## src/rtl/apb_master_ctrl.sv

```systemverilog
// Purpose : APB4 requester; turns one valid/ready command into one APB SETUP/ACCESS transfer.
// Latency : accept edge -> SETUP -> ACCESS (+wait states) -> one-cycle response 3 cycles after accept.
// Backpr. : oCMD_READY only in IDLE (1 transfer per 3 cycles max); responses cannot be stalled.
//
// Ports:
//   iPCLK / iPRESETn              clock, asynchronous active-low reset
//   iCMD_* / oCMD_READY           command channel (write, addr, wdata, strb)
//   oRSP_VALID/RDATA/ERR          one-cycle response pulse; data/err zero outside the pulse
//   oPSEL..oPWDATA, iPRDATA,
//   iPREADY, iPSLVERR             APB4 requester interface
module apb_master_ctrl #(
    parameter int TIMEOUT_CYC = 16,
    parameter int TMR_W       = 8
) (
    input  logic        iPCLK,
    input  logic        iPRESETn,
    input  logic        iCMD_VALID,
    output logic        oCMD_READY,
    input  logic        iCMD_WRITE,
    input  logic [15:0] iCMD_ADDR,
    input  logic [31:0] iCMD_WDATA,
    input  logic [3:0]  iCMD_STRB,
    output logic        oRSP_VALID,
    output logic [31:0] oRSP_RDATA,
    output logic        oRSP_ERR,
    output logic        oPSEL,
    output logic        oPENABLE,
    output logic        oPWRITE,
    output logic [3:0]  oPSTRB,
    output logic [15:0] oPADDR,
    output logic [31:0] oPWDATA,
    input  logic [31:0] iPRDATA,
    input  logic        iPREADY,
    input  logic        iPSLVERR
);

    typedef enum logic [1:0] {
        S_IDLE   = 2'd0,
        S_SETUP  = 2'd1,
        S_ACCESS = 2'd2
    } state_t;

    localparam bit              TMO_EN   = (TIMEOUT_CYC != 0);
    localparam logic [TMR_W-1:0] TMR_LAST = TMO_EN ? TMR_W'(TIMEOUT_CYC - 1) : '0;

    state_t           r_state;
    state_t           w_next;
    logic [TMR_W-1:0] r_tmr;

    logic        r_pwrite;
    logic [3:0]  r_pstrb;
    logic [15:0] r_paddr;
    logic [31:0] r_pwdata;
    logic        r_rsp_vld;
    logic [31:0] r_rsp_rdata;
    logic        r_rsp_err;

    logic w_accept;
    logic w_done;
    logic w_abort;

    // Ready is gated by the reset pin so it reads 0 while reset is held,
    // even though the state register already sits at IDLE.
    assign oCMD_READY = (r_state == S_IDLE) & iPRESETn;
    assign w_accept   = iCMD_VALID & oCMD_READY;
    assign w_done     = (r_state == S_ACCESS) & iPREADY;
    assign w_abort    = (r_state == S_ACCESS) & ~iPREADY & TMO_EN & (r_tmr == TMR_LAST);

    always_ff @(posedge iPCLK or negedge iPRESETn) begin
        if (!iPRESETn) begin
            r_state <= S_IDLE;
        end else begin
            r_state <= w_next;
        end
    end

    always_comb begin
        w_next = r_state;
        case (r_state)
            S_IDLE:   if (w_accept) w_next = S_SETUP;
            S_SETUP:  w_next = S_ACCESS;
            S_ACCESS: if (w_done || w_abort) w_next = S_IDLE;
            default:  w_next = S_IDLE;
        endcase
    end

    always_ff @(posedge iPCLK or negedge iPRESETn) begin
        if (!iPRESETn) begin
            r_tmr       <= '0;
            r_pwrite    <= 1'b0;
            r_pstrb     <= 4'h0;
            r_paddr     <= 16'h0;
            r_pwdata    <= 32'h0;
            r_rsp_vld   <= 1'b0;
            r_rsp_rdata <= 32'h0;
            r_rsp_err   <= 1'b0;
        end else begin
            // Response fields are pulses: zero unless a transfer ends this edge.
            r_rsp_vld   <= 1'b0;
            r_rsp_rdata <= 32'h0;
            r_rsp_err   <= 1'b0;

            if (w_accept) begin
                // Reads never drive strobes or write data onto the bus.
                r_pwrite <= iCMD_WRITE;
                r_paddr  <= iCMD_ADDR;
                r_pstrb  <= iCMD_WRITE ? iCMD_STRB  : 4'h0;
                r_pwdata <= iCMD_WRITE ? iCMD_WDATA : 32'h0;
                r_tmr    <= '0;
            end else if ((r_state == S_ACCESS) && !w_done && !w_abort) begin
                r_tmr <= r_tmr + TMR_W'(1);
            end

            if (w_done) begin
                r_rsp_vld   <= 1'b1;
                r_rsp_rdata <= r_pwrite ? 32'h0 : iPRDATA;
                r_rsp_err   <= iPSLVERR;
            end else if (w_abort) begin
                r_rsp_vld   <= 1'b1;
                r_rsp_err   <= 1'b1;
            end
        end
    end

    assign oPSEL      = (r_state != S_IDLE);
    assign oPENABLE   = (r_state == S_ACCESS);
    assign oPWRITE    = r_pwrite;
    assign oPSTRB     = r_pstrb;
    assign oPADDR     = r_paddr;
    assign oPWDATA    = r_pwdata;
    assign oRSP_VALID = r_rsp_vld;
    assign oRSP_RDATA = r_rsp_rdata;
    assign oRSP_ERR   = r_rsp_err;

endmodule

```

## config.mk

```make
export PLATFORM = sky130hd
export DESIGN_NAME = apb_master_ctrl
export DESIGN_NICKNAME = d
export VERILOG_FILES = /design/src/rtl/apb_master_ctrl.sv
export SDC_FILE = /design/constraint.sdc
export NUM_CORES = 1
export LEC_CHECK = 0
export CORE_MARGIN = 10
export CORE_UTILIZATION = 43
export CTS_CLUSTER_SIZE = 20
export DETAILED_ROUTE_END_ITERATION = 8
export HOLD_SLACK_MARGIN = 0.05
export MAX_ROUTING_LAYER = met4
export PLACE_DENSITY = 0.95
export SETUP_SLACK_MARGIN = 0.2
export SYNTH_ARGS = -nofsm -noshare
export SYNTH_HDL_FRONTEND = slang
export SYNTH_SLANG_ARGS = --single-unit
```

## constraint.sdc

```tcl
create_clock -name iPCLK -period 4.4 [get_ports iPCLK]
set_clock_uncertainty 0.2 [all_clocks]
set_input_delay 0.66 -clock iPCLK [delete_from_list [all_inputs] [get_ports iPCLK]]
set_output_delay 0.66 -clock iPCLK [all_outputs]
set_load 0.01 [all_outputs]
```

==> run_results.csv <==
group,metric,value,unit
timing,rsz0062_at_grt,"false",
yosys,asyncSetResetFlopFracSynth,100,%
floorplanning,die_x,112,um
global_routing,grt_max_degree,53,
yosys,synthesis.nets,412,
drt,post_drt_via_cell_ratio,4.89,
clock_network,cts_htree_levels,3,
clock_network,cts_inserted_buffers,9,
clock_network,insertion_delay,0.34,ns
setup_path,cp_slowest_cell,"sky130_fd_sc_hd__clkdlybuf4s50_1",
drt,vias,2981,
clock_network,cell_at_the_root_of_the_clock_tree,"sky130_fd_sc_hd__clkbuf_8",
placement,portBuffers,179,
clock_network,cts.reportedPaths.clkPinSlew,0.08,ns
clock_network,post-cts-setup-buffer-count,0,
clock_network,clk_path_buf_depth,2,
yosys,synth.most_common_cell,"sky130_fd_sc_hd__dfrtp_1",
setup_path,timing.critical_path.required,3.54,ns
finish,diodes,0,
power_and_ir_drop,p_total,2.24,mW
timing,max_slew_margin,8.65,%
yosys,post_synth_instance_area,3650,um^2
yosys,synth.area.top_cells,"sky130_fd_sc_hd__dfrtp_1 66%, sky130_fd_sc_hd__nand2_1 8.1%, sky130_fd_sc_hd__and2_1 5.5%, sky130_fd_sc_hd__o21ai_0 5.3%, sky130_fd_sc_hd__mux2_2 5.2%",
clock_network,cts_tree,"built",
yosys,synth_edf_count,0,
min_path,hp-class,"reg2reg",
setup_path,worstPathMaxFanout,14,
setup_path,critPathTopFamily,"buffers and inverters",
yosys,post_synth_num_cell_types,33,
global_routing,grt_pass1_vias,3350,
timing,timing.final.max_slew_violations,0,
yosys,synthesis.yosys.warnings,0,
finish,drive_above_1_share,7.72,%
flow_run,maximum_capacitance_violations,0,
setup_path,worst-path-buf-inv,3,
drt,drt_iter0_drc,193,
yosys,synth-seq-cells,97,
setup_path,endpoint_kind,"output port",
drt,number_of_remaining_drc_errors,0,
floorplanning,pin_count,180,
yosys,yosysSeqAreaShare,66.4,%
setup_path,critical-path-max-stage-delay,0.57,ns
power_and_ir_drop,irDropWorstVdd,0.239,mV
yosys,netlist_top_cells_count,"97 x sky130_fd_sc_hd__dfrtp_1, 79 x sky130_fd_sc_hd__nand2_1, 39 x sky130_fd_sc_hd__o21ai_0, 32 x sky130_fd_sc_hd__and2_1, 17 x sky130_fd_sc_hd__mux2_2",
yosys,synth_largest_area_cell,"sky130_fd_sc_hd__dfrtp_1",
timing,report.final.setup_viol,0,
floorplanning,placementRows,33,
placement,placed_cells_incl_taps,593,
floorplanning,initial_utilization,44.2,%
timing,fmax,324,MHz
floorplanning,placeableCoreArea,8260,um^2
drt,wire_per_inst,17.4,um
placement,dp_wirelength,8210,um
global_routing,grt_first_pass_wirelength,17100,um
yosys,synth_top_cell_area_share,66.4,%
drt,detail_route.wirelength,10600,um
drt,ant_nets,0,
timing,hold_viol,0,
timing,timing.final.crit_share,70.1,%
global_routing,grt_antenna_before_repair,0,
floorplanning,die_y,112,um
finish,final_nets,591,
timing,layout_min_cycle_time,3.08,ns
setup_path,worst-endpoint-arrival,2.22,ns
placement,finalWeightedCongestion,0.848,
setup_path,setup.worst_path.start_class,"input pin",
floorplanning,fp.dieArea,12600,um^2
status,run_status,"completed",
timing,fin_tns_setup,0,ns
yosys,ys_dominant_reg_cell,"sky130_fd_sc_hd__dfrtp_1",
global_routing,groute.usage.overall,17.1,%
timing,worst_pin_slew,1.37,ns
yosys,synthCells,321,
clock_network,number_of_sinks_driven_by_the_clock_tree,97,
yosys,synth_area_per_cell,11.4,um^2
power_and_ir_drop,static-leakage-power,2.56,nW
setup_path,critical_path.cell_chain,"dlygate4sd3_1 -> buf_4 -> nor3b_1 -> clkdlybuf4s50_1",
power_and_ir_drop,power_density,388,nW/um^2
finish,areaGrowthSynthToFinish,57.7,%
drt,drt_first_pass_iters,4,
global_routing,overflow,0,
finish,post_layout_nonfiller_instances,610,
setup_path,worst_setup_path_type,"in2out",
-- registers in the layout, summed over array words and instances, names as in the netlist --
name / flops
oPSTRB: 4
oRSP_RDATA: 32
oRSP_VALID: 1
oPADDR: 16
oPWDATA: 32
oPWRITE: 1
r_state: 2
oRSP_ERR: 1
r_tmr: 8
-- power breakdown --
| group | total, mW | leakage (nW) | internal [mW] | switching (mW) |
|---|---|---|---|---|
| Sequential | 1.09 | 1.28 | 1.02 | 0.0738 |
| Clock | 0.559 | 0.0974 | 0.278 | 0.281 |
| Combinational | 0.589 | 1.19 | 0.350 | 0.238 |
| Total | 2.24 | 2.56 | 1.64 | 0.593 |
-- final timing paths --
check                                   startpoint                      end  slack [ns]  depth (start not counted)
setup reg to reg            r_state[0]$_DFFE_PN0P_    oPADDR[4]$_DFFE_PN0P_        2.05                          3
hold reg to reg            oPWDATA[31]$_DFFE_PN0P_  oPWDATA[31]$_DFFE_PN0P_        0.28                          2
hold / removal             oPWDATA[31]$_DFFE_PN0P_  oPWDATA[31]$_DFFE_PN0P_        0.28                          2
setup / recovery                          iPRESETn               oCMD_READY        1.32                          4
max in group asynchronous                 iPRESETn  oPWDATA[24]$_DFFE_PN0P_        2.10                          4
min in group asynchronous                 iPRESETn      oPWRITE$_DFFE_PN0P_        0.54                          2
-- final cells by class --
type | count | area (um^2)
Fill cell | 603 | 2500
Sequential cell | 97 | 2430
Timing Repair Buffer | 186 | 1840
Multi-Input combinational cell | 202 | 1150
Clock buffer | 13 | 149
Tap cell | 105 | 131
Clock inverter | 3 | 40.0
Inverter | 4 | 15.0
-- worst min-delay path: cells and delay by family, from the launching register on --
family,cells,cell delay (ns)
flops,1,0.35
compound gates,1,0.06
simple gates,1,0.05
-- layout by cell type, fill, tap and decap left out, types with 2 or more instances in the layout --
master,n
sky130_fd_sc_hd__nor3_1,2
sky130_fd_sc_hd__o21ai_0,39
sky130_fd_sc_hd__buf_4,7
sky130_fd_sc_hd__mux2_2,17
sky130_fd_sc_hd__or4_1,3
sky130_fd_sc_hd__nand4b_1,2
sky130_fd_sc_hd__o31ai_1,2
sky130_fd_sc_hd__nor3b_1,2
sky130_fd_sc_hd__dfrtp_1,97
sky130_fd_sc_hd__clkbuf_8,10
sky130_fd_sc_hd__nand2_1,79
sky130_fd_sc_hd__inv_1,4
sky130_fd_sc_hd__a21oi_1,4
sky130_fd_sc_hd__and2_1,32
sky130_fd_sc_hd__clkdlybuf4s50_1,178
sky130_fd_sc_hd__clkinv_2,2
sky130_fd_sc_hd__clkbuf_1,3
sky130_fd_sc_hd__mux2i_1,4
-- cells by family after synthesis --
logic type      synth area share [%]
simple gates                    17.4
fa+ha+maj                      0.342
mux                             6.34
flops                           66.4
buf+inv                         2.40
compound gates                  7.09
-- routing by layer --
metal	part of all wire, %	GRT usage, %
met5	0	-
met4	0.78	4.57
met3	9.6	7.08
met2	46	26.9
met1	43	19.9
-- metrics by stage --
stage	utilization, %	hold slack, ns	area, um^2	worst slack [ns]
final	69.8	0.284	5760	1.32
after global routing	69.8	0.307	5760	1.23
after CTS	69.8	0.291	5760	1.30
after detailed placement	67.4	0.271	5560	1.47
after global placement	67.4	0.262	5560	1.52
after floorplan	-	0.164	3650	2.38
-- repair_timing --
action / in CTS / in global routing
endpoints found under the hold margin: 11 / 0
gates resized for setup: 0 / 0
hold buffers: 1 / 0
Note: power is estimated with default switching activity, not from simulation.
